--- config.mk ---
export PLATFORM = sky130hd
export DESIGN_NAME = filter_output_capture
export DESIGN_NICKNAME = d
export VERILOG_FILES = /design/src/rtl/filter_output_capture.sv
export SDC_FILE = /design/constraint.sdc
export NUM_CORES = 1
export LEC_CHECK = 0
export BUFFER_PORTS_ARGS = -buffer_cell sky130_fd_sc_hd__buf_2
export CELL_PAD_IN_SITES_DETAIL_PLACEMENT = 1
export CELL_PAD_IN_SITES_GLOBAL_PLACEMENT = 2
export CORE_ASPECT_RATIO = 0.8
export CORE_MARGIN = 3
export CORE_UTILIZATION = 35
export CTS_BUF_LIST = sky130_fd_sc_hd__clkbuf_2 sky130_fd_sc_hd__clkbuf_4 sky130_fd_sc_hd__clkbuf_8
export CTS_CLUSTER_SIZE = 16
export DETAILED_ROUTE_END_ITERATION = 7
export GPL_ROUTABILITY_DRIVEN = 0
export HOLD_SLACK_MARGIN = 0.15
export PLACE_DENSITY = 0.68
export SKIP_CTS_REPAIR_TIMING = 1
export SLEW_MARGIN = 10
export SYNTH_ARGS = -nofsm -noshare
export SYNTH_HDL_FRONTEND = slang
export SYNTH_SLANG_ARGS = --single-unit
--- constraint.sdc ---
create_clock -name clk -period 2.7 [get_ports clk]
set_input_delay 0.54 -clock clk [delete_from_list [all_inputs] [get_ports clk]]
set_output_delay 0.54 -clock clk [all_outputs]
set_load 0.005 [all_outputs]
--- src/rtl/filter_output_capture.sv ---
// filter_output_capture: sink-side capture for the 8-band equalizer filter.
// Rebuilds the filter's output-valid strobe by delaying the input sample
// strobe through a clock-enable-gated shift register, captures filter_out
// into a first-word-fall-through FIFO on each regenerated strobe, drains it
// over a valid/ready stream, and counts captures up to a programmed limit.
//
// Stream handshake: m_valid is high whenever the FIFO holds a sample and
// m_data then shows the oldest one; a transfer happens on every rising edge
// where m_valid and m_ready are both high, and m_data is held while
// m_valid=1 and m_ready=0.
module filter_output_capture #(
    parameter int DATA_BITS   = 16,
    parameter int LATENCY     = 64,
    parameter int FIFO_DEPTH  = 16,
    parameter int ADDR_BITS   = 4,
    parameter int MAX_SAMPLES = 2000,
    parameter int COUNT_BITS  = 20
) (
    input  logic                        clk,
    input  logic                        rst,
    input  logic                        clk_enable,
    input  logic                        sample_strobe,
    input  logic signed [DATA_BITS-1:0] filter_out,
    output logic                        ce_out,
    output logic signed [DATA_BITS-1:0] m_data,
    output logic                        m_valid,
    input  logic                        m_ready,
    output logic [ADDR_BITS:0]          fifo_count,
    output logic                        overflow,
    output logic [COUNT_BITS-1:0]       sample_count,
    output logic                        done
);

    localparam logic [ADDR_BITS:0]    DEPTH_C = (ADDR_BITS+1)'(FIFO_DEPTH);
    localparam logic [COUNT_BITS-1:0] MAX_C   = COUNT_BITS'(MAX_SAMPLES);

    logic [LATENCY-1:0]    stage_q, stage_d;
    logic [DATA_BITS-1:0]  mem_q [FIFO_DEPTH];
    logic [ADDR_BITS-1:0]  wr_ptr_q, wr_ptr_d;
    logic [ADDR_BITS-1:0]  rd_ptr_q, rd_ptr_d;
    logic [ADDR_BITS:0]    count_q, count_d;
    logic                  overflow_q, overflow_d;
    logic [COUNT_BITS-1:0] scount_q, scount_d;
    logic                  done_q, done_d;

    logic full;
    logic pop;
    logic push_ok;

    // Strobe emerges LATENCY enabled edges after it was sampled; stops after done.
    assign ce_out  = stage_q[LATENCY-1] & clk_enable & ~done_q;

    assign m_valid = (count_q != '0);
    assign full    = (count_q == DEPTH_C);
    assign pop     = m_valid & m_ready;
    // A full FIFO still accepts when the head leaves on the same edge.
    assign push_ok = ce_out & (~full | pop);

    assign m_data       = m_valid ? mem_q[rd_ptr_q] : '0;
    assign fifo_count   = count_q;
    assign overflow     = overflow_q;
    assign sample_count = scount_q;
    assign done         = done_q;

    // Next-state for delay line, pointers, occupancy and capture bookkeeping.
    always_comb begin
        stage_d    = stage_q;
        wr_ptr_d   = wr_ptr_q;
        rd_ptr_d   = rd_ptr_q;
        count_d    = count_q;
        overflow_d = overflow_q;
        scount_d   = scount_q;
        done_d     = done_q;

        if (clk_enable) begin
            stage_d[0] = sample_strobe;
            for (int i = 1; i < LATENCY; i++) begin
                stage_d[i] = stage_q[i-1];
            end
        end

        if (push_ok) begin
            wr_ptr_d = wr_ptr_q + ADDR_BITS'(1);
        end
        if (pop) begin
            rd_ptr_d = rd_ptr_q + ADDR_BITS'(1);
        end

        case ({push_ok, pop})
            2'b10:   count_d = count_q + (ADDR_BITS+1)'(1);
            2'b01:   count_d = count_q - (ADDR_BITS+1)'(1);
            default: count_d = count_q;
        endcase

        if (ce_out && !push_ok) begin
            overflow_d = 1'b1;
        end

        // Every emitted strobe counts, captured or dropped; never past the limit.
        if (ce_out && (scount_q < MAX_C)) begin
            scount_d = scount_q + COUNT_BITS'(1);
        end
        if (scount_d == MAX_C) begin
            done_d = 1'b1;
        end
    end

    // Control state registers with synchronous reset.
    always_ff @(posedge clk) begin
        if (rst) begin
            stage_q    <= '0;
            wr_ptr_q   <= '0;
            rd_ptr_q   <= '0;
            count_q    <= '0;
            overflow_q <= 1'b0;
            scount_q   <= '0;
            done_q     <= 1'b0;
        end else begin
            stage_q    <= stage_d;
            wr_ptr_q   <= wr_ptr_d;
            rd_ptr_q   <= rd_ptr_d;
            count_q    <= count_d;
            overflow_q <= overflow_d;
            scount_q   <= scount_d;
            done_q     <= done_d;
        end
    end

    // Sample storage; contents are only observable through m_data while m_valid=1.
    always_ff @(posedge clk) begin
        if (!rst && push_ok) begin
            mem_q[wr_ptr_q] <= filter_out;
        end
    end

endmodule
==> run metrics <==
status=finished, violations left; failing checks=setup timing; DR iter-0 viols=507; Peak supply drop=329 uV; starting density of the core=35.8%; fmax=0.322 GHz; Switch Pwr=2150 uW; FF-to-FF Start=fifo_count[3]; kind of critical path=register to output pin; crit-path most repeated cell=mux4_2; layout cell share with drive strength beyond 1=33.6%; HP Class=input pin to register; die area=41,900 um^2; synthesized area per cell=17.2 um^2; post-synthesis register bit count=359; Post-synth ARST share=0%; CTS Buffer Depth=3; RSZ-0062 raised after global routing=yes; drt drc=0; sequential share of power=55.0%; FP Rows=64; Port Buffers=65; dpl cells=1,396; Netlist Area Pre-Place=13,800 um^2; Syn Nets=835; Nets=971; Slew @ Worst Pin=1060 ps; largest family of logic cells by synthesized area=multiplexers; Post-Synthesis Cells=803; Post-synth EDFFs=256; max-cap viol count=0; CP endpoint kind=output pin; Layout Utilization=43.0%; worst-path cell chain=buf_12, clkbuf_16, mux4_2, mux4_2, nor2b_1, buf_2; Placement Cell Area=15,200 um^2; worst slack at placement=-16.0 ps; global-route wire length before repair=47,300 um; vias in the first global route=7,626; vias post-DR=7,309; XOR/XNOR share of the synthesized area=1.21%; DR WL/cell=20.8 um; H-Tree Level Count=2; Worst Min Path Start=sample_strobe; DRT Pass-1 Iters=5; Final TNS setup=-5930 ps; final hold vios=0; Routed Antenna Nets=0; worst clock skew=10.8 ps; Via density=4.85; worst setup margin=-402 ps; gr usage total=14.8%; Max Slew Vio Count=0; Fillers=3,841; Required @ worst endpoint=2160 ps; HPWL Detailed=17,900 um; combinational share of power=1.3%; dominant cell type by area after synthesis=edfxtp_1; die width=228 um; crit path time final=3100 ps; register-to-register setup slack=70 ps; post-synthesis mux area share=17.8%; Pwr Density=645 nW/um^2; simple-gate portion of the synthesized area=6.53%; clk_lat worst skew=600 ps; n_diodes=0; largest net degree at the start of global routing=99; Die Y=184 um; P&R area growth vs syn=20.3%; Post-Route WL=31,400 um; post-synth top area share=55.7%; top post-synthesis cells by area=edfxtp_1 56%, dfxtp_1 15%, mux4_2 13%; ys flop type=edfxtp_1; Clk Tree Root Cell=clkbuf_8; core area=38,600 um^2; Slowest Stage Delay on Critical Path=500 ps; fraction of the cycle the final worst path needs=115%; CTS tree=built; final global-route overflow total=0; CTS buffer count=57; YS warnings=0; initial antenna violation count=1; Net Sw Frac=20.1%; post-synthesis sequential area ratio=70.6%; Netlist cell types=46; Critical Path Start Type=register; Rel. slew slack=29.4%; Leak=0.00574 uW; CP arrival=2560 ps; Final Cell Area=16,600 um^2; Ports=66; Internal Power=8560 uW; Clk pwr share=43.7%; CTS sink count=359; Synth Area in Adders=1.05%; compound-cell area share of the yosys netlist=1.08%; worst-path fanout max=6; cell with the most instances after synthesis=edfxtp_1; Final Instance Count excl. Fillers=1,508; slowest CP cell=mux4_2; top cells by count, synth=256 x edfxtp_1, 115 x nor2_1, 103 x dfxtp_1; final setup vio count=16; Clock Pin Slew Worst Setup and Hold Paths=60 ps
-- critical path, delay by kind of cell, from the launching register on --
family	cells	cell delay (ps)
DFF	1	390
buffers and inverters	3	430
muxes	2	1000
and+or+nand+nor	1	140
-- layout by cell type, fill, tap and decap left out, types with 5 or more instances in the layout --
| master | count |
|---|---|
| xor2_1 | 9 |
| mux2i_1 | 66 |
| a21oi_1 | 8 |
| nand2_1 | 16 |
| nor2_2 | 17 |
| clkbuf_8 | 60 |
| clkbuf_4 | 22 |
| xnor2_1 | 10 |
| buf_12 | 14 |
| buf_2 | 63 |
| nand4_1 | 5 |
| nor2_1 | 98 |
| dfxtp_1 | 100 |
| nor2b_1 | 26 |
| edfxtp_1 | 256 |
| clkinv_1 | 10 |
| buf_4 | 35 |
| mux4_2 | 80 |
| ha_1 | 9 |
| inv_1 | 9 |
| clkbuf_16 | 5 |
-- state kept, by name, summed over array words and instances, names as in the netlist, named ones only --
signal	count
done	1
fifo_count	5
mem_q	256
overflow	1
rd_ptr_q	4
sample_count	20
stage_q	64
wr_ptr_q	4
-- routing by layer --
layer	share of wire [%]	GRT usage, %
met2	45	22.8
met1	47	21.3
met3	5.7	3.18
met4	1.9	4.47
met5	0.022	0
-- cells by family after synthesis --
group                      count (synthesis)
AOI/OAI and AO/OA                         21
DFF                                      359
buffers and inverters                     56
xor gates and xnor gates                  19
and+or+nand+nor                          191
muxes                                    146
adders and majority gates                 11
-- power groups by stage --
stage          Combinational (uW)  Sequential (uW)  Clock, uW
2_1_floorplan                63.7             6010          0
3_3_place_gp                  141             6010          0
3_5_place_dp                  146             6010          0
4_1_cts                       146             5890       4860
5_1_grt                       160             5890       5090
6_report                      142             5890       4680
-- through the flow --
stage | hold WS [ps] | total power, uW
floorplan | 452 | 6080
detailed placement | 460 | 6160
CTS | 132 | 10900
finish | 179 | 10700
global route | 158 | 11100
global placement | 450 | 6150
-- final timing paths --
check | end | cells after the start
worst min register to register | overflow | 2
worst max-delay path | m_data[2] | 6
worst max register to register | fifo_count[4] | 13
worst min-delay path | stage_q[0] | 3
-- cell type report --
class | instances | area (um^2) | area share [%]
Clock buffer | 82 | 991 | 5.97
Clock inverter | 18 | 166 | 1.00
Inverter | 11 | 43.8 | 0.264
Multi-Input combinational cell | 388 | 3920 | 23.6
Sequential cell | 359 | 9760 | 58.7
Tap cell | 528 | 661 | 3.98
Timing Repair Buffer | 122 | 1080 | 6.48
Note: power is estimated with default switching activity, not from simulation.
